**src/rtl/mem_store_buffer.sv**
```systemverilog
// In-order byte store buffer between the MEM stage and the data-memory write port.
// Drains the oldest entry with a valid/ack handshake and forwards the youngest match to loads.
module mem_store_buffer #(
    parameter int unsigned DEPTH  = 4,
    parameter int unsigned ADDR_W = 32,
    parameter int unsigned DATA_W = 8
) (
    input  logic                     clk,
    input  logic                     reset,
    input  logic                     st_valid,
    input  logic [ADDR_W-1:0]        st_addr,
    input  logic [DATA_W-1:0]        st_data,
    output logic                     st_ready,
    output logic                     stall,
    input  logic [ADDR_W-1:0]        ld_addr,
    output logic                     fwd_hit,
    output logic [DATA_W-1:0]        fwd_data,
    output logic                     mem_wr_valid,
    output logic [ADDR_W-1:0]        mem_wr_addr,
    output logic [DATA_W-1:0]        mem_wr_data,
    input  logic                     mem_wr_ack,
    output logic                     empty,
    output logic [$clog2(DEPTH):0]   count
);

    localparam int unsigned PTR_W = $clog2(DEPTH);
    localparam int unsigned CNT_W = PTR_W + 1;

    logic [PTR_W-1:0]  wr_ptr_q, wr_ptr_d;
    logic [PTR_W-1:0]  rd_ptr_q, rd_ptr_d;
    logic [CNT_W-1:0]  count_q, count_d;
    logic [DEPTH-1:0]  vld_q, vld_d;
    logic [ADDR_W-1:0] addr_q [DEPTH];
    logic [ADDR_W-1:0] addr_d [DEPTH];
    logic [DATA_W-1:0] data_q [DEPTH];
    logic [DATA_W-1:0] data_d [DEPTH];
    logic              push;
    logic              pop;
    logic [PTR_W-1:0]  fwd_idx;

    // Ready looks only at the registered count, keeping ack off the ready path.
    assign st_ready     = count_q < CNT_W'(DEPTH);
    assign empty        = count_q == '0;
    assign mem_wr_valid = ~empty;
    assign stall        = st_valid & ~st_ready;
    assign push         = st_valid & st_ready;
    assign pop          = mem_wr_valid & mem_wr_ack;
    assign mem_wr_addr  = addr_q[rd_ptr_q];
    assign mem_wr_data  = data_q[rd_ptr_q];
    assign count        = count_q;

    // Next-state: popped slot is cleared, pushed slot is written; they never coincide.
    always_comb begin
        wr_ptr_d = wr_ptr_q;
        rd_ptr_d = rd_ptr_q;
        count_d  = count_q;
        vld_d    = vld_q;
        addr_d   = addr_q;
        data_d   = data_q;
        if (pop) begin
            vld_d[rd_ptr_q]  = 1'b0;
            addr_d[rd_ptr_q] = '0;
            data_d[rd_ptr_q] = '0;
            rd_ptr_d         = rd_ptr_q + PTR_W'(1);
        end
        if (push) begin
            vld_d[wr_ptr_q]  = 1'b1;
            addr_d[wr_ptr_q] = st_addr;
            data_d[wr_ptr_q] = st_data;
            wr_ptr_d         = wr_ptr_q + PTR_W'(1);
        end
        case ({push, pop})
            2'b10:   count_d = count_q + CNT_W'(1);
            2'b01:   count_d = count_q - CNT_W'(1);
            default: count_d = count_q;
        endcase
    end

    // Walk oldest to youngest so the last match seen is the youngest.
    always_comb begin
        fwd_hit  = 1'b0;
        fwd_data = '0;
        fwd_idx  = '0;
        for (int unsigned i = 0; i < DEPTH; i++) begin
            fwd_idx = rd_ptr_q + PTR_W'(i);
            if (vld_q[fwd_idx] && (addr_q[fwd_idx] == ld_addr)) begin
                fwd_hit  = 1'b1;
                fwd_data = data_q[fwd_idx];
            end
        end
    end

    always_ff @(posedge clk or negedge reset) begin
        if (!reset) begin
            wr_ptr_q <= '0;
            rd_ptr_q <= '0;
            count_q  <= '0;
            vld_q    <= '0;
            for (int unsigned i = 0; i < DEPTH; i++) begin
                addr_q[i] <= '0;
                data_q[i] <= '0;
            end
        end else begin
            wr_ptr_q <= wr_ptr_d;
            rd_ptr_q <= rd_ptr_d;
            count_q  <= count_d;
            vld_q    <= vld_d;
            addr_q   <= addr_d;
            data_q   <= data_d;
        end
    end

endmodule

```
**config.mk**
```make
export PLATFORM = sky130hd
export DESIGN_NAME = mem_store_buffer
export DESIGN_NICKNAME = d
export VERILOG_FILES = /design/src/rtl/mem_store_buffer.sv
export SDC_FILE = /design/constraint.sdc
export NUM_CORES = 1
export LEC_CHECK = 0
export ABC_AREA = 1
export BUFFER_PORTS_ARGS = -buffer_cell sky130_fd_sc_hd__buf_2
export CELL_PAD_IN_SITES_DETAIL_PLACEMENT = 1
export CELL_PAD_IN_SITES_GLOBAL_PLACEMENT = 1
export CORE_ASPECT_RATIO = 1.1
export CORE_MARGIN = 10
export CORE_UTILIZATION = 46
export CTS_CLUSTER_DIAMETER = 150
export DETAILED_ROUTE_END_ITERATION = 6
export HOLD_SLACK_MARGIN = 0.03
export PLACE_DENSITY_LB_ADDON = 0.1
export REMOVE_ABC_BUFFERS = 1
export SYNTH_ARGS = -nofsm -noshare
export SYNTH_HDL_FRONTEND = slang
export SYNTH_SLANG_ARGS = --single-unit
export TNS_END_PERCENT = 20
```
**constraint.sdc**
```tcl
create_clock -name clk -period 10 [get_ports clk]
set_clock_uncertainty 0.2 [all_clocks]
set_input_delay 1.5 -clock clk [delete_from_list [all_inputs] [get_ports clk]]
set_output_delay 1.5 -clock clk [all_outputs]
set_load 0.02 [all_outputs]
```
# ---- Word level (Yosys, flattened, before mapping)
# Index checks and enable logic that the tools add are counted.
dict set report totals {
  register_bits 171
  output_inout_bits 56
  wordCells 127
}
dict set report op_classes {
  add_sub_neg 6
  n_lt_le_gt_ge 15
  n_eq_ne 6
  n_mux 61
  bitwise_logic 17
  n_reduce_logical 10
}
# cell n
set op_table {}
lappend op_table {{32-bit 2-to-1 mux} 12}
lappend op_table {{32-bit binary-select mux with 2-bit select} 4}
lappend op_table {{128-bit 2-to-1 mux} 2}
lappend op_table {{128-bit bitwise AND} 1}
lappend op_table {{128-bit bitwise mux} 1}
lappend op_table {{32-bit demux with 2-bit select} 2}
lappend op_table {{32-bit equality test} 4}
lappend op_table {{128-bit NOT} 1}
lappend op_table {{8-bit 2-to-1 mux} 14}
lappend op_table {{8-bit binary-select mux with 2-bit select} 4}
lappend op_table {{32-bit bitwise AND} 1}
lappend op_table {{32-bit bitwise mux} 1}
lappend op_table {{8-bit demux with 2-bit select} 2}
lappend op_table {{32-bit NOT} 1}
lappend op_table {{3-bit greater-or-equal comparator, second input constant} 5}
lappend op_table {{2-bit by 3-bit < comparator with 1-bit output, second input constant} 5}
lappend op_table {{2-bit NOT with 3-bit output} 5}
lappend op_table {{1-bit 2-to-1 mux} 10}
lappend op_table {{1-bit binary-select mux with 2-bit select} 4}
lappend op_table {{1-bit logical AND} 8}
lappend op_table {{4-bit 2-to-1 mux} 2}
lappend op_table {{3-bit by 1-bit < comparator with 1-bit output, second input constant} 2}
lappend op_table {{3-bit case mux with 2 select lines} 1}
lappend op_table {{2-bit by 1-bit adder with 2-bit output, second input constant} 2}
lappend op_table {{15 further kinds} 21}

# ---- Depth between registers and ports, before layout
dict set report depth {
  depth_word 10
  mapped_depth 23
}

# ---- Least setup slack after synthesis
# OpenSTA, ideal clock, no wires.
dict set report synth_timing {
  path_kind {register to output}
  from {reg rd_ptr_q[1]}
  to {out fwd_data[0]}
  arrival_time_ps 3168
  required_ps 8300
  setup_slack_ps 5132
  path_stages_with_launch 21
  n_path_buf 7
  cell_sequence {dfrtp_1 -> buf_2 -> inv_2 -> buf_2 -> buf_2 -> clkbuf_1 -> ha_1 -> buf_2 -> inv_2 -> clkbuf_1 -> nand3_1 -> nand2_1 -> o21ai_1 -> nor3_1 -> nand2_1 -> nor2_2 -> nand3_2 -> nor2_4 -> buf_6 -> o211ai_1 -> nand2_1}
}
dict set report synth_between {
  elab_chain_len 10
}
# item line_no
set synth_lines {}
lappend synth_lines {{from (decl)} 30} ;# logic [PTR_W-1:0] rd_ptr_q, rd_ptr_d;
lappend synth_lines {{from (signal assigned)} 105} ;# rd_ptr_q <= rd_ptr_d;
lappend synth_lines {{2-bit by 1-bit adder with 2-bit output / 2-bit NOT with 3-bit output (equally long branches)} {85, 86, 88}}
lappend synth_lines {{2-bit NOT with 3-bit output (not written as such) / 32-bit binary-select mux with 2-bit select (equally long branches)} {86, 88}}
lappend synth_lines {{32-bit binary-select mux with 2-bit select / 32-bit 2-to-1 mux (equally long branches)} 86} ;# if (vld_q[fwd_idx] && (addr_q[fwd_idx] == ld_addr)) begin
lappend synth_lines {{32-bit 2-to-1 mux (not written as such)} 86}
lappend synth_lines {{32-bit 2-to-1 mux (not written as such) / 32-bit equality test (equally long branches)} 86}
lappend synth_lines {{32-bit equality test / 1-bit logical AND (equally long branches)} 86}
lappend synth_lines {{1-bit logical AND / 8-bit 2-to-1 mux (equally long branches)} 86}
lappend synth_lines {{8-bit 2-to-1 mux (2 in series)} 86}
lappend synth_lines {{8-bit 2-to-1 mux (*)} 86}
lappend synth_lines {{to (decl)} 17} ;# output logic [DATA_W-1:0] fwd_data,
# Every way passes the cells marked *; elsewhere a longest branch is shown, timed or not. The select of a mux whose other input is x is not followed.

# ---- Final worst setup path
dict set report layout_timing {
  from {reg rd_ptr_q[1]}
  to {out fwd_data[5]}
}
# Same word-level chain as after synthesis.

==> impl_metrics.csv <==
group,metric,value,unit
status,outcome,"finished clean",
clock_tree,clock_path_buffers,2,
clock_tree,cts_tree,"built",
routing,drt-total-wl,49520,um
pwr,seq_power_share,23.0,%
worst_setup_path,reg2reg_to,"addr_q[78]$_DFF_PN0_",
worst_setup_path,rr_startpoint,"rd_ptr_q[1]$_DFFE_PN0P_",
pwr,combPwrFrac,65.1,%
pwr,leakagePower,7.459,nW
worst_setup_path,slowest_delay,830,ps
finish,nFillCells,3872,
placed_design,io_buffer_count,131,
finish,layout_common_cells,"nand2_1, nand3_1, o21ai_0, dfrtp_1, inv_1",
floorplan,start_util,46.36,%
floorplan,num_rows,64,
routing,vias_per_cell,5.803,
worst_setup_path,worstSetupStartpointType,"flop",
clock_tree,hold_buffers,0,
floorplan,coreArea,27710,um2
floorplan,die_y,195.3,um
clock_tree,cts_setup_buffers,0,
pwr,ir_worst_vdd,0.1950,mV
sta,period_minus_slack,7502,ps
yosys,synth_area_per_cell,6.368,um2
worst_setup_path,crit_arrival,5800,ps
yosys,ys_types,34,
worst_setup_path,reg2reg_slack,5690,ps
finish,final_net_count,2148,
sta,hold_violations,0,
placed_design,gp_congestion,0.9294,
routing,first_pass_iters,5,
clock_tree,htree_levels,4,
worst_setup_path,cp_top_family,"buffers and inverters",
clock_tree,cts_sinks,171,
pwr,sw_frac_of_total,56.64,%
yosys,synthesis.area,12840,um2
finish,multi_input_area,7465,um2
sta,period_share,75.02,%
yosys,yosys_warnings,0,
routing,wl_per_cell,20.30,um
pwr,p_total,5.699,mW
sta,worst_pin_slew,1246,ps
sta,hold_ws,275.2,ps
clock_tree,clk_latency,450,ps
sta,fmax,133.3,MHz
finish,final_common_cell,"nand2_1",
routing,drc,0,
worst_setup_path,path_cells,"buf_4 > clkinv_2 > ha_4 > inv_2 > buf_4 > nand3_1 > o21ai_1 > xor2_1 > nand2_1 > nor2_1 > nand3_1 > nor2_4 > o211ai_1 > nand2_1 > buf_2",
worst_setup_path,reg2reg_depth,7,
min_path,whs_endpoint,"vld_q[2]$_DFF_PN0_",
clock_tree,post_cts_resized,0,
global_routing,grt_pass1_vias,14670,
pwr,internal-power,2.471,mW
floorplan,die-area,35020,um2
placed_design,dp_hpwl,34870,um
worst_setup_path,worst-path-max-fanout,73,
routing,drt_iter0_drc,1205,
worst_setup_path,cp_slowest_cell,"clkinv_2",
worst_setup_path,required,8300,ps
global_routing,grt_first_pass_wirelength,78580,um
floorplan,ios,132,
worst_setup_path,path_buf_inv,5,
min_path,hp-start,"vld_q[2]$_DFF_PN0_",
run,cap_violations,0,
worst_setup_path,crit_path_end_kind,"output pin",
yosys,synthCells,2017,
yosys,ys_ff_latch,171,
global_routing,antenna_found_initial,3,
min_path,min_path_type,"reg2reg",
sta,slew_violations,0,
finish,drive_above_1_share,9.687,%
pwr,switching_power,3.228,mW
pwr,p_clk_share,11.9,%
global_routing,grt_max_degree,96,
worst_setup_path,cp_num_cells,15,
sta,relSlewSlack,16.66,%
pwr,power_per_cell_area,404.7,nW/um2
worst_setup_path,worstSetupPathType,"reg2out",
finish,syn2layout_area_growth,9.634,%
sta,rsz0062_at_grt,"no",
clock_tree,cts.clk_slew.worst_paths,70,ps
sta,setup_viol,0,
routing,via_count,14150,
finish,register_area,4284,um2
routing,ant_nets,0,
clock_tree,cts_buffers,17,
clock_tree,cts-root-buf,"clkbuf_16",
global_routing,grt_usage,28.08,%
yosys,ys_seq_area_share,33.31,%
min_path,hold_depth,2,
floorplan,die_x,179.3,um
sta,finalSetupTns,0,ps
global_routing,grt_overflow_total,0,
==> sequential cells by signal (all words and copies together) (netlist names) <==
| signal | flops |
|---|---|
| addr_q | 128 |
| count | 3 |
| data_q | 32 |
| rd_ptr_q | 2 |
| vld_q | 4 |
| wr_ptr_q | 2 |
==> area by class of cell <==
class	instances	share of cell area, %
Tap cell	363	3.225
Clock buffer	19	3.145
Inverter	142	3.812
Clock inverter	13	0.9240
Antenna cell	1	0.01777
Multi-Input combinational cell	1585	53.01
Sequential cell	171	30.42
Timing Repair Buffer	145	5.446
==> worst reg2reg max path, cell delays in order, from the launching register on <==
cell and delay, ps:
dfrtp_2 340, buf_4 700, clkinv_2 840, buf_4 600
ha_1 320, nand2_2 860, nand3_1 200, o21ai_0 160
==> Yosys cell counts, drive strengths merged <==
cell type | number | area (um2)
buf | 69 | 410.4
nor2 | 73 | 315.3
and2 | 7 | 43.79
inv | 141 | 531.8
a21oi | 20 | 103.9
nor3 | 2 | 10.01
fa | 1 | 20.02
or2 | 2 | 12.51
nand4 | 6 | 37.54
ha | 9 | 112.6
nand2 | 693 | 2601
clkinv | 1 | 3.750
mux2i | 32 | 320.3
o21ai | 233 | 1170
nand3 | 463 | 2327
clkbuf | 50 | 187.7
xor2 | 21 | 183.9
nand3b | 2 | 15.01
xnor2 | 1 | 8.760
dfrtp | 171 | 4279
o211ai | 20 | 150.1
==> power groups by stage <==
| stage | registers [mW] | logic [mW] | clock network (mW) |
|---|---|---|---|
| after floorplan | 1.28 | 2.49 | 0 |
| after global placement | 1.29 | 3.52 | 0 |
| after detailed placement | 1.31 | 3.66 | 0 |
| after CTS | 1.30 | 3.69 | 0.682 |
| after global routing | 1.35 | 4.15 | 0.713 |
| final | 1.31 | 3.71 | 0.680 |
==> metal layers <==
metal	global-route usage, %	wire, um	up-vias
met3	4.052	2373	91
met5	0	21	-
li1	-	-	6735
met2	47.11	24210	367
met1	35.59	21360	6956
met4	10.55	1553	4
==> kinds of logic after synthesis <==
| group | after synthesis | synth area share, % |
|---|---|---|
| simple gates | 1248 | 41.75 |
| compound gates | 273 | 11.09 |
| buf+inv | 261 | 8.825 |
| flops | 171 | 33.31 |
| mux | 32 | 2.494 |
| xor+xnor | 22 | 1.500 |
| fa+ha+maj | 10 | 1.033 |
==> stage by stage <==
stage | instances | instance area (um2) | setup WS (ps) | util, %
after floorplan | 1898 | 12250 | -757.1 | -
after global placement | 2406 | 13510 | 3228 | 48.75
after detailed placement | 2406 | 13510 | 3095 | 48.75
after CTS | 2438 | 14080 | 2585 | 50.82
after global routing | 2438 | 14080 | 2108 | 50.82
final | 2439 | 14080 | 2498 | 50.83
==> worst max path at each step <==
stage | startpoint | endpoint | slack [ps]
floorplan | rd_ptr_q[0]$_DFFE_PN0P_ | fwd_data[0] | -760
global placement | rd_ptr_q[1]$_DFFE_PN0P_ | fwd_data[4] | 3230
detailed placement | rd_ptr_q[1]$_DFFE_PN0P_ | fwd_data[5] | 3090
CTS | rd_ptr_q[1]$_DFFE_PN0P_ | fwd_data[5] | 2590
global route | rd_ptr_q[1]$_DFFE_PN0P_ | fwd_data[5] | 2110
finish | rd_ptr_q[1]$_DFFE_PN0P_ | fwd_data[5] | 2500
Note: power is estimated with default switching activity, not from simulation.
